File: src/rtl/cmp_serial2b.sv
`default_nettype none
// ============================================================================
//  Module   : cmp_serial2b
//  Purpose  : Bit-serial unsigned magnitude comparator. Walks the operands
//             one 2-bit digit per clock, most significant digit first, and
//             latches the first digit position where they differ. After
//             DIGITS RUN cycles the eq/lt/gt flags are registered and a
//             one-cycle done pulse is produced.
//  Ports    : clk      - rising-edge clock
//             rst_n    - asynchronous active-low reset
//             start_i  - compare request, sampled only while idle
//             a_i/b_i  - operands, captured on the accepting edge
//             busy_o   - compare in progress
//             done_o   - one-cycle pulse, flags just updated
//             eq_o/lt_o/gt_o - result of the last completed compare
//  Revision : 1.0  initial release
// ============================================================================
module cmp_serial2b #(
   parameter int WIDTH = 8            // operand width, even and >= 2
) (
   input  logic             clk,
   input  logic             rst_n,
   input  logic             start_i,
   input  logic [WIDTH-1:0] a_i,
   input  logic [WIDTH-1:0] b_i,
   output logic             busy_o,
   output logic             done_o,
   output logic             eq_o,
   output logic             lt_o,
   output logic             gt_o
);

   localparam int DIGITS = WIDTH / 2;
   localparam int CNT_W  = (DIGITS > 1) ? $clog2(DIGITS) : 1;

   localparam logic [CNT_W-1:0] CNT_LOAD = CNT_W'(DIGITS - 1);
   localparam logic [CNT_W-1:0] CNT_ONE  = CNT_W'(1);
   localparam logic [CNT_W-1:0] CNT_ZERO = '0;

   localparam logic [0:0] S_IDLE = 1'b0;
   localparam logic [0:0] S_RUN  = 1'b1;

   // ------------------------------------------------------------------------
   // State
   // ------------------------------------------------------------------------
   logic [0:0]       state_q, state_d;
   logic [WIDTH-1:0] sa_q, sa_d;
   logic [WIDTH-1:0] sb_q, sb_d;
   logic [CNT_W-1:0] cnt_q, cnt_d;
   logic             dec_q, dec_d;   // a differing digit has been seen
   logic             dlt_q, dlt_d;   // at that digit, a < b
   logic             done_q, done_d;
   logic             eq_q, eq_d;
   logic             lt_q, lt_d;
   logic             gt_q, gt_d;

   // ------------------------------------------------------------------------
   // Digit slice: current top digit of each shift register
   // ------------------------------------------------------------------------
   logic [1:0]       w_da;
   logic [1:0]       w_db;
   logic             w_dec_next;
   logic             w_dlt_next;
   logic [WIDTH-1:0] w_sa_shl;
   logic [WIDTH-1:0] w_sb_shl;

   assign w_da = sa_q[WIDTH-1:WIDTH-2];
   assign w_db = sb_q[WIDTH-1:WIDTH-2];

   // Once decided, the decision is frozen; less significant digits cannot
   // overturn a difference found at a more significant position.
   assign w_dec_next = dec_q | (w_da != w_db);
   assign w_dlt_next = dec_q ? dlt_q : (w_da < w_db);

   // A 2-bit operand has nothing below its only digit, so the shifted value
   // is simply zero; the wide form would otherwise need an empty slice.
   generate
      if (WIDTH > 2) begin : g_shift_wide
         assign w_sa_shl = {sa_q[WIDTH-3:0], 2'b00};
         assign w_sb_shl = {sb_q[WIDTH-3:0], 2'b00};
      end else begin : g_shift_narrow
         assign w_sa_shl = '0;
         assign w_sb_shl = '0;
      end
   endgenerate

   // ------------------------------------------------------------------------
   // Next-state logic
   // ------------------------------------------------------------------------
   always_comb begin
      state_d = state_q;
      sa_d    = sa_q;
      sb_d    = sb_q;
      cnt_d   = cnt_q;
      dec_d   = dec_q;
      dlt_d   = dlt_q;
      done_d  = 1'b0;
      eq_d    = eq_q;
      lt_d    = lt_q;
      gt_d    = gt_q;

      case (state_q)
         S_IDLE: begin
            if (start_i) begin
               sa_d    = a_i;
               sb_d    = b_i;
               cnt_d   = CNT_LOAD;
               dec_d   = 1'b0;
               dlt_d   = 1'b0;
               state_d = S_RUN;
            end
         end

         S_RUN: begin
            dec_d = w_dec_next;
            dlt_d = w_dlt_next;
            sa_d  = w_sa_shl;
            sb_d  = w_sb_shl;
            cnt_d = cnt_q - CNT_ONE;
            if (cnt_q == CNT_ZERO) begin
               // Last digit: fold this cycle's digit into the result directly
               // so the flags land on the same edge as done.
               eq_d    = ~w_dec_next;
               lt_d    = w_dec_next & w_dlt_next;
               gt_d    = w_dec_next & ~w_dlt_next;
               done_d  = 1'b1;
               cnt_d   = CNT_ZERO;
               state_d = S_IDLE;
            end
         end

         default: begin
            state_d = S_IDLE;
         end
      endcase
   end

   // ------------------------------------------------------------------------
   // Registers
   // ------------------------------------------------------------------------
   always_ff @(posedge clk or negedge rst_n) begin
      if (!rst_n) begin
         state_q <= S_IDLE;
         sa_q    <= '0;
         sb_q    <= '0;
         cnt_q   <= '0;
         dec_q   <= 1'b0;
         dlt_q   <= 1'b0;
         done_q  <= 1'b0;
         eq_q    <= 1'b0;
         lt_q    <= 1'b0;
         gt_q    <= 1'b0;
      end else begin
         state_q <= state_d;
         sa_q    <= sa_d;
         sb_q    <= sb_d;
         cnt_q   <= cnt_d;
         dec_q   <= dec_d;
         dlt_q   <= dlt_d;
         done_q  <= done_d;
         eq_q    <= eq_d;
         lt_q    <= lt_d;
         gt_q    <= gt_d;
      end
   end

   // ------------------------------------------------------------------------
   // Outputs
   // ------------------------------------------------------------------------
   assign busy_o = (state_q == S_RUN);
   assign done_o = done_q;
   assign eq_o   = eq_q;
   assign lt_o   = lt_q;
   assign gt_o   = gt_q;

endmodule
`default_nettype wire

File: config.mk
export PLATFORM = sky130hd
export DESIGN_NAME = cmp_serial2b
export DESIGN_NICKNAME = d
export VERILOG_FILES = /design/src/rtl/cmp_serial2b.sv
export SDC_FILE = /design/constraint.sdc
export NUM_CORES = 1
export LEC_CHECK = 0
export CAP_MARGIN = 20
export CORE_MARGIN = 5
export CORE_UTILIZATION = 50
export CTS_CLUSTER_DIAMETER = 120
export CTS_CLUSTER_SIZE = 24
export DETAILED_ROUTE_END_ITERATION = 10
export DONT_BUFFER_PORTS = 1
export SYNTH_ARGS = -nofsm -noshare
export SYNTH_HDL_FRONTEND = slang
export SYNTH_SLANG_ARGS = --single-unit
File: constraint.sdc
create_clock -name clk -period 2 [get_ports clk]
set_input_delay 0.4 -clock clk [delete_from_list [all_inputs] [get_ports clk]]
set_output_delay 0.4 -clock clk [all_outputs]
set_load 0.005 [all_outputs]
======== Word level (Yosys, flattened, before mapping) ========
Index checks and enable logic that the tools add are counted.
cells by class
  $add $sub $neg .......................... 1
  order comparisons ....................... 1
  equal/unequal tests ..................... 2
  multiplexer cells ....................... 16
  bitwise gates (word level) .............. 6
  reductions and logical operators ........ 2
operators with widths
  operator             number
  $pmux 8 s2           2
  $mux 8               2
  $mux 1               6
  $pmux 1 s2           3
  $mux 2               2
  $pmux 2 s2           1
  $not 1->1            3
  $and 1x1->1          2
  $logic_not 2->1      1
  $lt 2x2->1           1
  $ne 2x2->1           1
  $ne 2x2->1 const B   1
  $reduce_and 2->1     1
  $sub 2x1->2 const B  1
  $or 1x1->1           1
word-level totals
  flip-flop bits (word level) ............. 25
  input bits .............................. 19
  output and inout bits ................... 5
  logic and storage cells ................. 38

======== Depth between registers and ports, before layout ========
Gate-level depths: netlist of the first run.
  depth in word-level cells ............... 4
  depth in mapped cells ................... 5
  depth with buffers taken out ............ 5

======== Least setup slack after synthesis of the first run ========
No wires, ideal clock.
  path kind ............................... register -> register
  start ................................... register sa_q[7]
  end ..................................... register gt_q, in the netlist gt_o
  setup time .............................. 134 ps
  arrival time ............................ 1163 ps
  data required time ...................... 1866 ps
  path slack .............................. 704 ps
  stages on the path, launching flop included .. 5
  buffers on the path ..................... 0
  clock period less this slack ............ 1296 ps
  cells stage by stage .................... dfrtp_1 > ha_1 > nor2b_1 > o31ai_1 > o21ai_1
between the ends
  word-level cells in the longest chain between the ends .. 4
  elaborated cells between the ends (all ways) .. 6
  classes of those cells .................. 1 x order compare; 1 x eq/ne; 1 x mux; 3 x bitwise
ends and longest elaborated chain
  what                      line  RTL
  start: declaration        47    logic [WIDTH-1:0] sa_q, sa_d;
  start signal: assignment  144   sa_q <= '0;
  start signal: assignment  155   sa_q <= sa_d;
  $lt 2x2->1                73    assign w_dlt_next = dec_q ? dlt_q : (w_da < w_db);
  $mux 1                    73
  $not 1->1                 125   gt_d = w_dec_next & ~w_dlt_next;
  $and 1x1->1 (*)           125
  end signal: assignment    163   gt_q <= gt_d;
  end: declaration          55    logic gt_q, gt_d;
Every way passes the cells marked *; elsewhere a longest branch is shown, timed or not.
A chain may end at the register's enable or synchronous reset.

======== Final worst setup path of the first run ========
Same ends and word-level chain as after synthesis.

==> results of run 1 <==
## logic make-up after synthesis
family	count (synthesis)	synth area share
compound gates	20	0.1013
fa+ha+maj	2	0.02275
buf+inv	10	0.04095
flops	25	0.5688
mux	16	0.1456
simple gates	31	0.1206
## per-stage QoR
stage | power [mW] | hold WS, ps | utilization | setup slack, ps | area, um2
after floorplan | 1.205 | 104.4 | - | 703.6 | 1100
after global placement | 1.273 | 105.1 | 0.5183 | 631.7 | 1114
after detailed placement | 1.300 | 105.1 | 0.5183 | 551.6 | 1114
after CTS | 1.536 | 179.3 | 0.5446 | 524.4 | 1170
after global routing | 1.661 | 160.8 | 0.5446 | 402.3 | 1170
final | 1.511 | 189.5 | 0.5446 | 555.4 | 1170
## worst reg2reg max path, delay by kind of cell, from the launching register on
family | cells | cell delay, ps
adders and majority gates | 1 | 310
AOI/OAI and AO/OA | 2 | 490
DFF | 1 | 410
and+or+nand+nor | 1 | 130
## cells in the mapped netlist
| cell type | n |
|---|---|
| sky130_fd_sc_hd__inv_1 | 3 |
| sky130_fd_sc_hd__dfrtp_1 | 25 |
| sky130_fd_sc_hd__o31ai_1 | 1 |
| sky130_fd_sc_hd__nor2_1 | 8 |
| sky130_fd_sc_hd__a22o_1 | 2 |
| sky130_fd_sc_hd__nand3b_1 | 1 |
| sky130_fd_sc_hd__nand2_1 | 19 |
| sky130_fd_sc_hd__o21ai_1 | 1 |
| sky130_fd_sc_hd__o22ai_1 | 1 |
| sky130_fd_sc_hd__and2_1 | 1 |
| sky130_fd_sc_hd__nor2b_1 | 1 |
| sky130_fd_sc_hd__mux2i_1 | 16 |
| sky130_fd_sc_hd__ha_1 | 2 |
| sky130_fd_sc_hd__or3b_4 | 1 |
| sky130_fd_sc_hd__buf_4 | 1 |
| sky130_fd_sc_hd__o21ai_0 | 15 |
| sky130_fd_sc_hd__clkbuf_1 | 3 |
| sky130_fd_sc_hd__buf_2 | 2 |
| sky130_fd_sc_hd__clkinv_2 | 1 |
## sequential cells by signal (all words and copies together) (netlist names)
register	cells
busy_o	1
cnt_q	2
dec_q	1
dlt_q	1
done_o	1
eq_o	1
gt_o	1
lt_o	1
sa_q	8
sb_q	8
## area by class of cell
cell class	instances	area, um2
fill	205	978.4
sequential	25	625.6
multi-input combinational	69	429.2
timing repair buffer	3	37.54
tap	28	35.03
clock buffer	4	26.28
inverter	4	16.27
## final timing paths
path                            startpoint      end  slack [ps]  depth (start not counted)
min in group asynchronous            rst_n    dlt_q         500                          2
worst min register to register     sb_q[0]  sb_q[2]         490                          2
worst min-delay path               start_i    dec_q         190                          1
worst max register to register     sa_q[7]     gt_o         560                          4
worst max-delay path               sa_q[7]     gt_o         560                          4
max in group asynchronous            rst_n  sa_q[2]        1350                          2
## power by group through the flow
stage,clock [mW],sequential (mW),combinational [mW]
global route,0.255,0.835,0.572
CTS,0.229,0.811,0.496
floorplan,0,0.793,0.412
finish,0.222,0.807,0.481
global placement,0,0.817,0.456
detailed placement,0,0.823,0.477
## metal layers
layer  wire (um)  vias up
li1            -      354
met1         871      339
met2         910       14
met3         115        2
met4          16        0
met5           0        -
## what timing repair did
| action | 4_1_cts | 5_1_grt |
|---|---|---|
| setup endpoints to repair | 0 | 0 |
| hold endpoints to repair | 25 | 0 |
| hold buffers | 2 | 0 |
==> reports/qor_table.md, run 1 <==
| Item | Value | Unit |
|---|---|---|
| Number of ports placed on the die boundary | 24 | - |
| Fraction of final layout cells sized beyond drive strength 1 | 0.06667 | - |
| Later-pin clock latency in the skew report | 310 | ps |
| Commonest non-fill, non-tap cell in the layout | sky130_fd_sc_hd__dfrtp_1 | - |
| Result of the run | completed | - |
| Clock Tree Root | sky130_fd_sc_hd__clkbuf_4 | - |
| Cell types with the largest area share after synthesis | sky130_fd_sc_hd__dfrtp_1 57%, sky130_fd_sc_hd__mux2i_1 15%, sky130_fd_sc_hd__o21ai_0 6.8%, sky130_fd_sc_hd__nand2_1 6.5%, sky130_fd_sc_hd__nor2_1 2.7% | - |
| Tightest Pin Transition | 406.0 | ps |
| Final hold violation count | 0 | - |
| Aggregate negative setup slack | 0 | ps |
| Sum of net half-perimeters after detailed placement | 1331 | um |
| Clock skew | 2.569 | ps |
| Kind of launch point of the worst setup path | register | - |
| Data required time of the worst path | 2200 | ps |
| Final instance count without filler cells | 133 | - |
| First-pass GRT wire length | 3367 | um |
| Final GP Congestion | 0.6467 | - |
| Arrival time of data at the critical path endpoint | 1640 | ps |
| Syn nets | 125 | - |
| Count of standard-cell rows | 17 | - |
| Clock tree sinks | 25 | - |
| CP max-delay cell | sky130_fd_sc_hd__dfrtp_1 | - |
| Drt via density | 5.331 | - |
| Chain of cells forming the critical path | ha_1 -> nor2b_1 -> o31ai_1 -> o21ai_1 | - |
| Layer with the highest usage | met2 | - |
| Pin count of the biggest net entering global routing | 36 | - |
| Clock group share of total power | 0.147 | - |
| Routed Wire Length | 1914 | um |
| Cell area after synthesis | 0.001100 | mm2 |
| Clock transition at path regs | 130 | ps |
| Comb pwr share | 0.318 | - |
| Number of synthesized register bits | 25 | - |
| Die Footprint | 0.003238 | mm2 |
| Switch Pwr | 0.5278 | mW |
| Clock tree from TritonCTS | done | - |
| Overflow left after global routing | 0 | - |
| Relative slew slack | 0.7271 | - |
| Share of the yosys chip area belonging to registers | 0.5688 | - |
| Number of buffers inserted during clock tree synthesis | 3 | - |
| Post-CTS resize count | 0 | - |
| Number of global-route vias before repair | 728 | - |
| Max Transition Viols Final | 0 | - |
| Number of detailed-routing iterations run before antenna repair | 2 | - |
| Average cell area after synthesis | 10.58 | um2 |
| Via count | 709 | - |
| Switching power share of the total | 0.3494 | - |
| Leak Pwr | 0.5681 | nW |
| Worst path buffer plus inverter count | 0 | - |
| Maximum capacitance violations | 0 | - |
| Setup repair after global routing missed its margin | false | - |
| Width of the die | 56.90 | um |
| Crit-path max cell delay | 410 | ps |
| Kind of end point of the critical path | register | - |
| Met1 usage | 0.1746 | - |
| Buffers on Ports | 0 | - |
| Met2 Use GR | 0.1990 | - |
| Fraction of power consumed by sequential logic | 0.534 | - |
| Tcrit/Tclk final | 0.7223 | - |
| Path class of the lowest-slack min-delay path | in -> reg | - |
| Remaining number of nets flagged by the antenna check after routing | 0 | - |
| Height of the die | 56.90 | um |
| Number of endpoints failing setup at the final stage | 0 | - |
| Critical path class | reg -> reg | - |
| Number of cells in the design after placement | 127 | - |
| First-iteration detailed-routing DRC count | 3 | - |
| Netlist cell types | 19 | - |
| Number of antenna violations at the first check in global routing | 0 | - |
| Post-synth top area share | 0.5688 | - |
| Average detailed-routed wire length per instance | 14.39 | um |
| Yosys Warn Count | 0 | - |
| Number of standard cells after synthesis | 104 | - |
| Number of levels the H-tree was split into | 1 | - |
| Highest attainable clock frequency | 0.6922 | GHz |
| Detailed-route DRC error count | 0 | - |
| Shortest period the worst path allows | 1445 | ps |
| Total track usage | 0.1306 | - |
| Count of inserted antenna diode cells | 0 | - |
| Top library cells by usage in the layout, fill and taps aside | 25 x sky130_fd_sc_hd__dfrtp_1, 19 x sky130_fd_sc_hd__nand2_1, 16 x sky130_fd_sc_hd__mux2i_1 | - |
| Initial standard-cell utilization of the core | 0.5119 | - |
| Power per standard cell area | 1291 | mW/mm2 |
| Layout area overhead | 6.371 | % |
| Setup Fix Bufs, Post-CTS | 0 | - |
| Maximum buffer depth of the clock tree | 2 | - |
| Placeable core region | 0.002148 | mm2 |
| Maximum net fanout on the critical path | 3 | - |
| Cell type with the largest total area after synthesis | sky130_fd_sc_hd__dfrtp_1 | - |
| Gate family responsible for the most delay along the worst path | compound AO/OA/AOI/OAI gates | - |
| Layout Nets | 127 | - |
| Met3 track utilization from global routing | 0.03908 | - |
| Internal power consumption | 0.9830 | mW |
| IR drop worst, VDD | 0.6115 | mV |
(Power assumes the default switching activity.)
==> run 2: changes to the inputs <==
PLACE_DENSITY = 0.68   (was unset)
clock period = 1.3 ns   (was 2 ns; I/O delays follow)
==> run 2 against run 1 <==
Compared with the run above:
- critical path depth unchanged
- via count up 3.7%
- first-iteration DRC count rose to 4.7 times the previous value
- clock-buffer cell count unchanged
- flip-flop and latch count unchanged
- wire length up 3.8%
- cell area up 5.5%
- combinational power up 99%
- largest cell class unchanged
==> reports/qor_table.md, run 2 (synthesized netlist as in run 1, its figures left out) <==
| Item | Value | Unit |
|---|---|---|
| Result of the run | completed | - |
| Number of antenna violations at the first check in global routing | 0 | - |
| Total track usage | 0.1357 | - |
| Layout area overhead | 12.17 | % |
| Final instance count without filler cells | 137 | - |
| Power per standard cell area | 2078 | mW/mm2 |
| Clock tree sinks | 25 | - |
| Initial standard-cell utilization of the core | 0.5119 | - |
| Maximum buffer depth of the clock tree | 2 | - |
| Die Footprint | 0.003238 | mm2 |
| Routed Wire Length | 1987 | um |
| Number of endpoints failing setup at the final stage | 0 | - |
| Layout Nets | 131 | - |
| Number of global-route vias before repair | 792 | - |
| First-iteration detailed-routing DRC count | 14 | - |
| Max Transition Viols Final | 0 | - |
| Kind of end point of the critical path | register | - |
| Clock skew | 3.785 | ps |
| Tightest Pin Transition | 222.9 | ps |
| Highest attainable clock frequency | 0.7835 | GHz |
| Hold Crit Start | start_i | - |
| Kind of launch point of the worst setup path | register | - |
| Number of detailed-routing iterations run before antenna repair | 4 | - |
| Worst flop-to-flop path endpoint | lt_o | - |
| Leak Pwr | 0.6023 | nW |
| WHS Endpoint | dec_q | - |
| Maximum capacitance violations | 0 | - |
| Remaining number of nets flagged by the antenna check after routing | 0 | - |
| Fraction of final layout cells sized beyond drive strength 1 | 0.1193 | - |
| Height of the die | 56.90 | um |
| Clock Tree Root | sky130_fd_sc_hd__clkbuf_4 | - |
| Placeable core region | 0.002148 | mm2 |
| Commonest non-fill, non-tap cell in the layout | sky130_fd_sc_hd__dfrtp_1 | - |
| Flop2flop setup slack | 20 | ps |
| Detailed-route DRC error count | 0 | - |
| Depth of the most critical reg-to-reg path | 4 | - |
| IR drop worst, VDD | 1.131 | mV |
| Shortest period the worst path allows | 1276 | ps |
| Setup repair after global routing missed its margin | true | - |
| Aggregate negative setup slack | 0 | ps |
| Final hold violation count | 0 | - |
| Critical path class | reg -> reg | - |
| Later-pin clock latency in the skew report | 310 | ps |
| Maximum net fanout on the critical path | 3 | - |
| Path class of the lowest-slack min-delay path | in -> reg | - |
| Registers with the most flip-flops | sa_q x8, sb_q x8, cnt_q x2 | - |
| Reg-to-Reg Start | sa_q[7] | - |
| Via count | 735 | - |
| Overall power after layout | 2.564 | mW |
| Pin count of the biggest net entering global routing | 36 | - |
| Number of buffers inserted during clock tree synthesis | 3 | - |
| Arrival time of data at the critical path endpoint | 1540 | ps |
| Number of cells in the design after placement | 130 | - |
| Number of ports placed on the die boundary | 24 | - |
| Count of inserted antenna diode cells | 0 | - |
| Clock transition at path regs | 130 | ps |
| Number of cells traversed by the worst hold path | 1 | - |
| Number of levels the H-tree was split into | 1 | - |
| Top library cells by usage in the layout, fill and taps aside | 25 x sky130_fd_sc_hd__dfrtp_1, 19 x sky130_fd_sc_hd__nand2_1, 16 x sky130_fd_sc_hd__mux2i_1 | - |
| First-pass GRT wire length | 3436 | um |
| Relative slew slack | 0.8514 | - |
| Filler Cells Inserted | 187 | - |
| Average detailed-routed wire length per instance | 14.50 | um |
| Data required time of the worst path | 1560 | ps |
| Clock tree from TritonCTS | done | - |
| Drt via density | 5.365 | - |
| Width of the die | 56.90 | um |
| Final GP Congestion | 0.7101 | - |
| Sum of net half-perimeters after detailed placement | 1359 | um |
| Buffers on Ports | 0 | - |
| Count of standard-cell rows | 17 | - |
| Tcrit/Tclk final | 0.9818 | - |
| Overflow left after global routing | 0 | - |
==> run 2: power by group <==
part | internal (mW) | total, mW | switching (mW)
Clock | 0.120 | 0.344 | 0.224
Sequential | 1.07 | 1.26 | 0.194
Combinational | 0.477 | 0.957 | 0.480
==> run 2: worst max path at each step <==
| stage | startpoint | slack, ps | to |
|---|---|---|---|
| 3_3_place_gp | sa_q[7] | -40 | gt_o |
| 4_1_cts | sb_q[7] | 30 | lt_o |
| 6_report | sa_q[7] | 20 | lt_o |
| 5_1_grt | sa_q[7] | -50 | lt_o |
| 3_5_place_dp | sa_q[7] | -80 | gt_o |
| 2_1_floorplan | sa_q[7] | 4 | gt_o |
==> run 2: worst max-delay path: stages (launching register included) <==
cell                      delay, ps
sky130_fd_sc_hd__dfrtp_1        410
sky130_fd_sc_hd__ha_1           310
sky130_fd_sc_hd__nor2b_4        140
sky130_fd_sc_hd__o31ai_4        210
sky130_fd_sc_hd__a22o_1         160
==> run 2: metrics by stage <==
step                      setup slack (ps)  hold WS, ps  area [um2]    util
after CTS                            31.47        42.35        1226  0.5708
after global placement              -37.45       -34.94        1149  0.5347
after detailed placement            -79.75       -34.96        1149  0.5347
after global routing                -48.03        36.92        1234  0.5743
final                                23.66        49.45        1234  0.5743
after floorplan                      3.608       -35.59        1100       -
==> run 2: what timing repair did <==
action,in CTS,in global routing
endpoints found under the setup margin,3,3
pin swaps,1,1
hold endpoints to repair,25,0
buffers inserted,0,1
hold buffers,2,0
resized for setup,4,0
==> run 2: final cells by class <==
class | count | area, um2 | share of cell area
Sequential cell | 25 | 625.6 | 0.5071
Timing Repair Buffer | 7 | 80.08 | 0.06491
Clock buffer | 4 | 26.28 | 0.02130
Tap cell | 28 | 35.03 | 0.02840
Inverter | 4 | 16.27 | 0.01318
Multi-Input combinational cell | 69 | 450.4 | 0.3651
==> run 2: metal layers <==
| layer | track usage | up-vias | share of wire |
|---|---|---|---|
| li1 | - | 360 | - |
| met1 | 0.1527 | 359 | 0.43 |
| met2 | 0.2382 | 14 | 0.52 |
| met3 | 0.02989 | 2 | 0.043 |
| met4 | 0.06954 | 0 | 0.0050 |
| met5 | 0 | - | 0 |
